`src/rtl/clk_div_pkg.sv`:
```
`default_nettype none
// ============================================================================
// Module      : clk_div_pkg
// Description : Shared constants and helpers for the clock-enable divider bank.
// Revision    : 1.0 - initial release
// ============================================================================
package clk_div_pkg;

  // Default counter / divisor width (enough for 1 Hz from 100 MHz).
  localparam int DEF_CNT_W = 27;

  // Terminal counts for the standard consumers of the bank.
  localparam logic [DEF_CNT_W-1:0] DIV_SSD_REFRESH = 27'd100000;
  localparam logic [DEF_CNT_W-1:0] DIV_SLOW        = 27'd10000000;

  // Width of the channel-select field; a single channel still needs one bit.
  function automatic int ch_w_for(input int n);
    return (n <= 1) ? 1 : $clog2(n);
  endfunction

endpackage
`default_nettype wire

```
`src/rtl/clk_div_bank_if.sv`:
```
`default_nettype none
// ============================================================================
// Module      : clk_div_bank_if
// Description : Valid/ready divisor configuration port of the divider bank.
// Revision    : 1.0 - initial release
// ============================================================================
interface clk_div_bank_if
  import clk_div_pkg::*;
#(
  parameter int CH_W  = 1,
  parameter int CNT_W = DEF_CNT_W
);

  logic             cfg_valid;
  logic             cfg_ready;
  logic [CH_W-1:0]  cfg_ch;
  logic [CNT_W-1:0] cfg_div;

  modport master (output cfg_valid, output cfg_ch, output cfg_div, input  cfg_ready);
  modport slave  (input  cfg_valid, input  cfg_ch, input  cfg_div, output cfg_ready);

endinterface
`default_nettype wire

```
`src/rtl/clk_div_chan.sv`:
```
`default_nettype none
// ============================================================================
// Module      : clk_div_chan
// Description : One divider channel: counter, active/shadow divisor, pending
//               flag, registered tick pulse and 50% divided level.
// Revision    : 1.0 - initial release
// ============================================================================
module clk_div_chan #(
  parameter int               CNT_W   = 27,
  parameter logic [CNT_W-1:0] DEF_DIV = '0
) (
  input  logic             clk,
  input  logic             rst_n,
  input  logic             en,
  input  logic             load,
  input  logic [CNT_W-1:0] load_div,
  output logic             tick,
  output logic             div_out,
  output logic             pending
);

  logic [CNT_W-1:0] r_cnt;
  logic [CNT_W-1:0] r_div;
  logic [CNT_W-1:0] r_shadow;
  logic             r_pending;
  logic             r_tick;
  logic             r_div_out;
  logic             w_terminal;

  // >= rather than == so a divisor lowered below the count still terminates.
  assign w_terminal = (r_cnt >= r_div);

  // Counter, divisor hand-over and output registers.
  always_ff @(posedge clk) begin
    if (!rst_n) begin
      r_cnt     <= '0;
      r_div     <= DEF_DIV;
      r_shadow  <= '0;
      r_pending <= 1'b0;
      r_tick    <= 1'b0;
      r_div_out <= 1'b0;
    end else if (!en) begin
      // Idle: no period is in flight, so any new divisor can land at once.
      r_cnt  <= '0;
      r_tick <= 1'b0;
      if (load) begin
        r_div     <= load_div;
        r_pending <= 1'b0;
      end else if (r_pending) begin
        r_div     <= r_shadow;
        r_pending <= 1'b0;
      end
    end else begin
      if (w_terminal) begin
        r_cnt     <= '0;
        r_tick    <= 1'b1;
        r_div_out <= ~r_div_out;
        if (r_pending) begin
          r_div <= r_shadow;
        end
      end else begin
        r_cnt  <= r_cnt + CNT_W'(1);
        r_tick <= 1'b0;
      end
      // A value accepted on a terminal edge waits for the following one.
      if (load) begin
        r_shadow  <= load_div;
        r_pending <= 1'b1;
      end else if (w_terminal) begin
        r_pending <= 1'b0;
      end
    end
  end

  assign tick    = r_tick;
  assign div_out = r_div_out;
  assign pending = r_pending;

endmodule
`default_nettype wire

```
`src/rtl/clk_div_bank.sv`:
```
`default_nettype none
// ============================================================================
// Module      : clk_div_bank
// Description : Multi-channel programmable tick / divided-level generator with
//               a valid/ready divisor reprogramming port.
// Revision    : 1.0 - initial release
// ============================================================================
module clk_div_bank
  import clk_div_pkg::*;
#(
  parameter int                      NUM_CH  = 2,
  parameter int                      CNT_W   = DEF_CNT_W,
  parameter logic [NUM_CH*CNT_W-1:0] DEF_DIV = {DIV_SSD_REFRESH, DIV_SLOW},
  parameter int                      CH_W    = ch_w_for(NUM_CH)
) (
  input  logic              clk,
  input  logic              rst_n,
  input  logic [NUM_CH-1:0] ch_en,
  clk_div_bank_if.slave     cfg,
  output logic [NUM_CH-1:0] tick,
  output logic [NUM_CH-1:0] div_out,
  output logic [NUM_CH-1:0] pending
);

  logic              w_busy;
  logic              w_ready;
  logic [NUM_CH-1:0] w_load;

  // Selected channel's pending flag; out-of-range selects are never busy.
  always_comb begin
    w_busy = 1'b0;
    for (int i = 0; i < NUM_CH; i++) begin
      if (cfg.cfg_ch == CH_W'(i)) begin
        w_busy = pending[i];
      end
    end
  end

  assign w_ready       = rst_n & ~w_busy;
  assign cfg.cfg_ready = w_ready;

  // Route an accepted request to its channel; out-of-range ones go nowhere.
  always_comb begin
    w_load = '0;
    for (int i = 0; i < NUM_CH; i++) begin
      w_load[i] = cfg.cfg_valid & w_ready & (cfg.cfg_ch == CH_W'(i));
    end
  end

  for (genvar i = 0; i < NUM_CH; i++) begin : g_ch
    clk_div_chan #(
      .CNT_W   (CNT_W),
      .DEF_DIV (DEF_DIV[i*CNT_W +: CNT_W])
    ) u_chan (
      .clk      (clk),
      .rst_n    (rst_n),
      .en       (ch_en[i]),
      .load     (w_load[i]),
      .load_div (cfg.cfg_div),
      .tick     (tick[i]),
      .div_out  (div_out[i]),
      .pending  (pending[i])
    );
  end

endmodule
`default_nettype wire

```
`src/flat_wrapper.sv`:
```
// flat-port wrapper written by rule: the top's interface ports become plain ports
module clk_div_bank_flat import clk_div_pkg::*;
#(
  parameter int                      NUM_CH  = 2,
  parameter int                      CNT_W   = DEF_CNT_W,
  parameter logic [NUM_CH*CNT_W-1:0] DEF_DIV = {DIV_SSD_REFRESH, DIV_SLOW},
  parameter int                      CH_W    = ch_w_for(NUM_CH)
)
  (clk, rst_n, ch_en, tick, div_out, pending, cfg_cfg_valid, cfg_cfg_ch, cfg_cfg_div, cfg_cfg_ready);
  clk_div_bank_if #(.CH_W(CH_W), .CNT_W(CNT_W)) cfg_i ();
  input  logic clk;
  input  logic rst_n;
  input  logic [NUM_CH-1:0] ch_en;
  output logic [NUM_CH-1:0] tick;
  output logic [NUM_CH-1:0] div_out;
  output logic [NUM_CH-1:0] pending;
  input wire logic [$bits(cfg_i.cfg_valid)-1:0] cfg_cfg_valid;
  input wire logic [$bits(cfg_i.cfg_ch)-1:0] cfg_cfg_ch;
  input wire logic [$bits(cfg_i.cfg_div)-1:0] cfg_cfg_div;
  output wire logic [$bits(cfg_i.cfg_ready)-1:0] cfg_cfg_ready;
  assign cfg_i.cfg_valid = cfg_cfg_valid;
  assign cfg_i.cfg_ch = cfg_cfg_ch;
  assign cfg_i.cfg_div = cfg_cfg_div;
  assign cfg_cfg_ready = cfg_i.cfg_ready;
  clk_div_bank #(.NUM_CH(NUM_CH), .CNT_W(CNT_W), .DEF_DIV(DEF_DIV), .CH_W(CH_W)) u_core (.clk(clk), .rst_n(rst_n), .ch_en(ch_en), .cfg(cfg_i), .tick(tick), .div_out(div_out), .pending(pending));
endmodule
```
`config.mk`:
```
export PLATFORM = sky130hd
export DESIGN_NAME = clk_div_bank_flat
export DESIGN_NICKNAME = d
export VERILOG_FILES = /design/src/rtl/clk_div_pkg.sv /design/src/rtl/clk_div_bank_if.sv /design/src/rtl/clk_div_chan.sv /design/src/rtl/clk_div_bank.sv /design/src/flat_wrapper.sv
export SDC_FILE = /design/constraint.sdc
export NUM_CORES = 1
export LEC_CHECK = 0
export CAP_MARGIN = 10
export CELL_PAD_IN_SITES_DETAIL_PLACEMENT = 1
export CELL_PAD_IN_SITES_GLOBAL_PLACEMENT = 2
export CORE_AREA = 5 5 172 174
export DETAILED_ROUTE_END_ITERATION = 10
export DIE_AREA = 0 0 177 179
export PLACE_DENSITY = 0.8
export SETUP_SLACK_MARGIN = 0.05
export SLEW_MARGIN = 20
export SYNTH_ARGS = -nofsm -noshare
export SYNTH_HDL_FRONTEND = slang
export SYNTH_SLANG_ARGS = --single-unit
```
`constraint.sdc`:
```
create_clock -name clk -period 2.3 [get_ports clk]
set_input_delay 0.46 -clock clk [delete_from_list [all_inputs] [get_ports clk]]
set_output_delay 0.46 -clock clk [all_outputs]
set_load 0.02 [all_outputs]
```
Yosys cells after proc, flatten, opt, wreduce, memory -nomap -nowiden
Index checks and enable logic that the tools add are counted. W data, S select, Z words.

Muxes and demuxes: 15. Magnitude comparators: 2. Reduce and logical (&&, ||, !) cells: 10. Bitwise gates (word level): 11. Add/sub/neg operators: 2. Equal/unequal tests: 2.

Operator list (count): $mux W27 (8); $add A27 B1 Y27 const B (2); $ge A27 B27 Y1 (2); $reduce_and A2 Y1 (6); $mux W1 (7); $not A1 Y1 (7); $reduce_or A3 Y1 (2); $and A1 B1 Y1 (4); $ne A2 B1 Y1 const B (2); $reduce_bool A2 Y1 (2).

Input port bits: 33. Word-level logic and storage cells: 54. Output and inout bits: 7. Register bits after elaboration: 168.

Longest topological paths before layout
Word-level depth: 7. Gate-level depth with buffers: 11. Depth with buffers taken out: 8.

Hierarchy
Synthesis repeated with hierarchy kept, for this count alone.

Cells, all modules: 1081. Area, all modules: 9133.8 um^2.

Modules (own cells, without submodules): clk_div_chan at u_core.g_ch[1].u_chan (times used 1, sequential area each 1681.6 um^2, area an instance 4571.9 um^2, cells each 538); clk_div_chan at u_core.g_ch[0].u_chan (times used 1, sequential area each 1681.6 um^2, area an instance 4529.3 um^2, cells each 538); clk_div_bank (times used 1, sequential area each 0.0 um^2, area an instance 32.5 um^2, cells each 5).

Worst setup path after synthesis
No wires, ideal clock.

Path kind: flip-flop to flip-flop. Start point: reg u_core.g_ch[1].u_chan.r_div[5]. End point: reg u_core.g_ch[1].u_chan.r_div[11]. Clock period less this slack: 2212 ps. Data required time: 2228 ps. Library setup time: 72 ps. Stages on the path, launching flop included: 11. Arrival: 2140 ps. Path slack: 88 ps. Path buffers: 2. Path through: dfxtp_1 > inv_1 > ha_1 > a21o_1 > a21oi_1 > a21oi_1 > o311ai_4 > and3_4 > buf_12 > buf_12 > mux2i_1.

Longest elaborated chain between the ends: 2.

Ends and longest elaborated chain: start: declaration (line clk_div_chan.sv:23) `logic [CNT_W-1:0] r_div;`; start signal: assignment (line clk_div_chan.sv:47) `r_div <= load_div;`; start signal: assignment (line clk_div_chan.sv:50) `r_div <= r_shadow;`; start signal: assignment (line clk_div_chan.sv:59) `r_div <= r_shadow;`; $ge A27 B27 Y1 (line clk_div_chan.sv:31) `assign w_terminal = (r_cnt >= r_div);`; $ne A2 B1 Y1 (no line).

Every way passes these cells. A chain may end at the register's enable or synchronous reset.

Final worst setup path
Start point: reg u_core.g_ch[0].u_chan.r_div[12]. End point: reg u_core.g_ch[0].u_chan.r_cnt[6].

Longest elaborated chain between the ends: 2.

Ends and longest elaborated chain: start: declaration (line clk_div_chan.sv:23); start signal: assignment (line clk_div_chan.sv:47); start signal: assignment (line clk_div_chan.sv:50); start signal: assignment (line clk_div_chan.sv:59); $ge A27 B27 Y1 (line clk_div_chan.sv:31); $reduce_or A3 Y1 (no line); end signal: assignment (line clk_div_chan.sv:62) `r_cnt <= r_cnt + CNT_W'(1);`; end: declaration (line clk_div_chan.sv:22) `logic [CNT_W-1:0] r_cnt;`.

Every way passes these cells.

==> flow_summary.json <==
{
  "area_growth_pct": 30.7,
  "cp_max_fo": 6,
  "synth-seq-cells": 168,
  "antenna_found_initial": 0,
  "rows": 61,
  "total_power_mw": 6.84,
  "start_util_pct": 32.7,
  "grt_pass1_vias": 8302,
  "whs_endpoint": "u_core.g_ch[0].u_chan.r_div[21]$_SDFFE_PN0P_",
  "io_pins": 40,
  "grt_max_degree": 45,
  "drv_slew": 0,
  "hold_ws_ns": 0.454,
  "leakage_nw": 4.34,
  "async_flop_share_pct": 0,
  "fin_crit_ns": 2.29,
  "wl_per_cell_um": 17.1,
  "portBuffers": 39,
  "arrival_ns": 2.60,
  "worstHoldStart": "u_core.g_ch[0].u_chan.r_div[21]$_SDFFE_PN0P_",
  "crit_path_end_kind": "flip-flop",
  "grt-ovfl-total": 0,
  "rrSetupSlack_ns": 0.009,
  "clkTransAtPathRegs_ns": 0.07,
  "cts_tree": "done",
  "totalWireLength_um": 27600,
  "cts.sinks": 168,
  "grt_pass1_wl_um": 43600,
  "rsz0062_at_grt": "yes",
  "fp.dieH_um": 179,
  "r2r_start": "u_core.g_ch[0].u_chan.r_div[12]$_SDFFE_PN1P_",
  "drt-initial-drc-count": 313,
  "final-hold-violation-count": 0,
  "status": "finished, final reports clean",
  "vdd_drop_max_uv": 338,
  "synth_warnings": 0,
  "synth_ff_type": "dfxtp_1",
  "worstSkewPairLatency_ns": 0.43,
  "synth_edf_count": 0,
  "num_antenna_cells": 0,
  "cts_buffer_depth": 2,
  "avgSynthCellArea_um2": 8.05,
  "power.density_nw_per_um2": 578,
  "syn_nets": 1213,
  "drt-pass1-iter-count": 6,
  "synthDistinctLibCells": 47,
  "ys_seq_area_share_pct": 37.2,
  "holdBufCountCts": 0,
  "maxCapViolCount": 0,
  "final_common_cell": "nand2_1",
  "r2r.worst_path.cells": 12,
  "hp-class": "flip-flop to flip-flop",
  "cp-start-kind": "flip-flop",
  "viasPerCell": 4.94,
  "tns_ns": 0,
  "path_class": "flip-flop to flip-flop",
  "final_cell_mix": "nand2_1 (262), dfxtp_1 (130), buf_4 (82)",
  "design.core.area_um2": 27600,
  "ant_nets": 0,
  "h-tree-depth": 4,
  "ctsRootBufferMaster": "clkbuf_16",
  "tightest_slew_ns": 0.557,
  "die_w_um": 177,
  "fin_skew_ns": 0.0126,
  "max_clock_freq_mhz": 437,
  "postSynthCellCount": 1124,
  "place_congestion": 0.728,
  "dp_hpwl_um": 18500,
  "post_route_cells_drive_above_1_share_pct": 21.4,
  "holdPathStages": 2,
  "netlist_area_um2": 9050,
  "timing.rr.end": "u_core.g_ch[0].u_chan.r_cnt[6]$_SDFF_PP0_",
  "critPathRequiredTime_ns": 2.61,
  "drcViolationCount": 0,
  "via_count": 7971,
  "setup_viol": 0,
  "die_area_um2": 31700,
  "finalCritPeriodShare_pct": 99.6,
  "cts_made_buffers": 17,
  "grt_use_total_pct": 17.3,
  "layout.nets": 1314,
  "relSlewSlack_pct": 62.9
}
## worst max-delay path, stage by stage (launching register included)
cell and delay (ns):
dfxtp_2 0.35, inv_4 0.05, ha_4 0.26, nand4_1 0.13, nor4_2 0.36, buf_4 0.19
nand3_4 0.06, o2111a_2 0.19, buf_6 0.13, nand4_1 0.10, buf_6 0.16, buf_6 0.14
nor2_1 0.05
## final cells by class
type | count | area (um^2)
Clock buffer | 22 | 454
Clock inverter | 8 | 171
Fill cell | 3298 | 15800
Inverter | 65 | 251
Multi-Input combinational cell | 825 | 5550
Sequential cell | 168 | 3410
Tap cell | 378 | 473
Timing Repair Buffer | 148 | 1510
## Yosys cell counts (3+ instances only)
cell / instances / area share [%]
o211ai_2: 6 / 0.83
a21o_1: 3 / 0.25
buf_1: 3 / 0.12
and2_1: 3 / 0.21
nand4_1: 26 / 1.8
mux2i_1: 78 / 8.6
o211ai_1: 26 / 2.2
buf_12: 3 / 0.66
ha_1: 56 / 7.7
buf_2: 10 / 0.55
dfxtp_1: 168 / 37
nand2_1: 262 / 11
clkbuf_1: 41 / 1.7
nor2_1: 82 / 3.4
and3_1: 12 / 0.83
xor2_1: 27 / 2.6
buf_4: 7 / 0.58
a21oi_1: 84 / 4.6
nand3_1: 18 / 1.0
xnor2_1: 23 / 2.2
a211oi_1: 5 / 0.41
o21ai_0: 51 / 2.8
mux2_2: 8 / 1.0
nand2b_1: 21 / 1.5
inv_1: 65 / 2.7
nor3_1: 6 / 0.33
and4_1: 4 / 0.39
## routing by layer
metal  vias to the layer above  wire, um  GRT usage [%]
li1                       3972         -              -
met1                      3921     12900           22.3
met2                        64     13900           30.8
met3                        14       561           2.57
met4                         0       236           3.68
met5                         -         0              0
## metrics by stage
step / utilization, % / instances / setup slack, ns / cell area (um^2)
finish: 42.8 / 1614 / 0.00949 / 11800
global route: 42.8 / 1614 / -0.0761 / 11800
CTS: 41.5 / 1606 / 0.000728 / 11500
detailed placement: 37.5 / 1562 / -0.240 / 10400
global placement: 37.5 / 1562 / -0.261 / 10400
floorplan: - / 1124 / 0.0881 / 9050
## power by group
part / switching [mW] / total [mW] / internal, mW
clock: 1.22 / 3.16 / 1.95
sequential: 0.0358 / 3.00 / 2.96
combinational: 0.373 / 0.673 / 0.299
total: 1.62 / 6.84 / 5.21
## sequential cells by signal, summed over array words and instances (netlist names)
signal / count
u_core.g_ch.u_chan.r_cnt: 54
u_core.g_ch.u_chan.r_shadow: 54
u_core.g_ch.u_chan.div_out: 2
u_core.g_ch.u_chan.pending: 2
u_core.g_ch.u_chan.r_div: 54
u_core.g_ch.u_chan.tick: 2
## what timing repair did
item | 4_1_cts | 5_1_grt
cloned | 4 | 3
buffers inserted | 10 | 6
endpoints found under the setup margin | 84 | 113
gates resized for setup | 74 | 69
pin swaps | 20 | 24
## logic make-up (layout without fill, tap and decap cells)
logic type / after synthesis / in the layout / synth area share, %
adder cells (fa/ha/maj): 56 / 56 / 7.74
buffers and inverters: 131 / 243 / 6.57
XOR/XNOR: 50 / 50 / 4.84
AO/OA/AOI/OAI: 183 / 183 / 12.1
flip-flops: 168 / 168 / 37.2
multiplexers: 86 / 86 / 9.63
AND/OR/NAND/NOR: 450 / 450 / 22.0
## how the worst max path moves through the flow
stage / start / endpoint / slack [ns] / cells after the start
4_1_cts: u_core.g_ch[0].u_chan.r_div[12]$_SDFFE_PN1P_ / u_core.g_ch[0].u_chan.r_cnt[15]$_SDFF_PP0_ / 0.0007 / 13
5_1_grt: u_core.g_ch[0].u_chan.r_div[25]$_SDFFE_PN0P_ / u_core.g_ch[0].u_chan.r_cnt[6]$_SDFF_PP0_ / -0.08 / 12
3_3_place_gp: cfg_cfg_ch / cfg_cfg_ready / -0.26 / 4
3_5_place_dp: cfg_cfg_ch / cfg_cfg_ready / -0.24 / 4
2_1_floorplan: u_core.g_ch[1].u_chan.r_div[5]$_SDFFE_PN1P_ / u_core.g_ch[1].u_chan.r_div[11]$_SDFFE_PN0P_ / 0.09 / 10
6_report: u_core.g_ch[0].u_chan.r_div[12]$_SDFFE_PN1P_ / u_core.g_ch[0].u_chan.r_cnt[6]$_SDFF_PP0_ / 0.009 / 12
(Power assumes the default switching activity.)
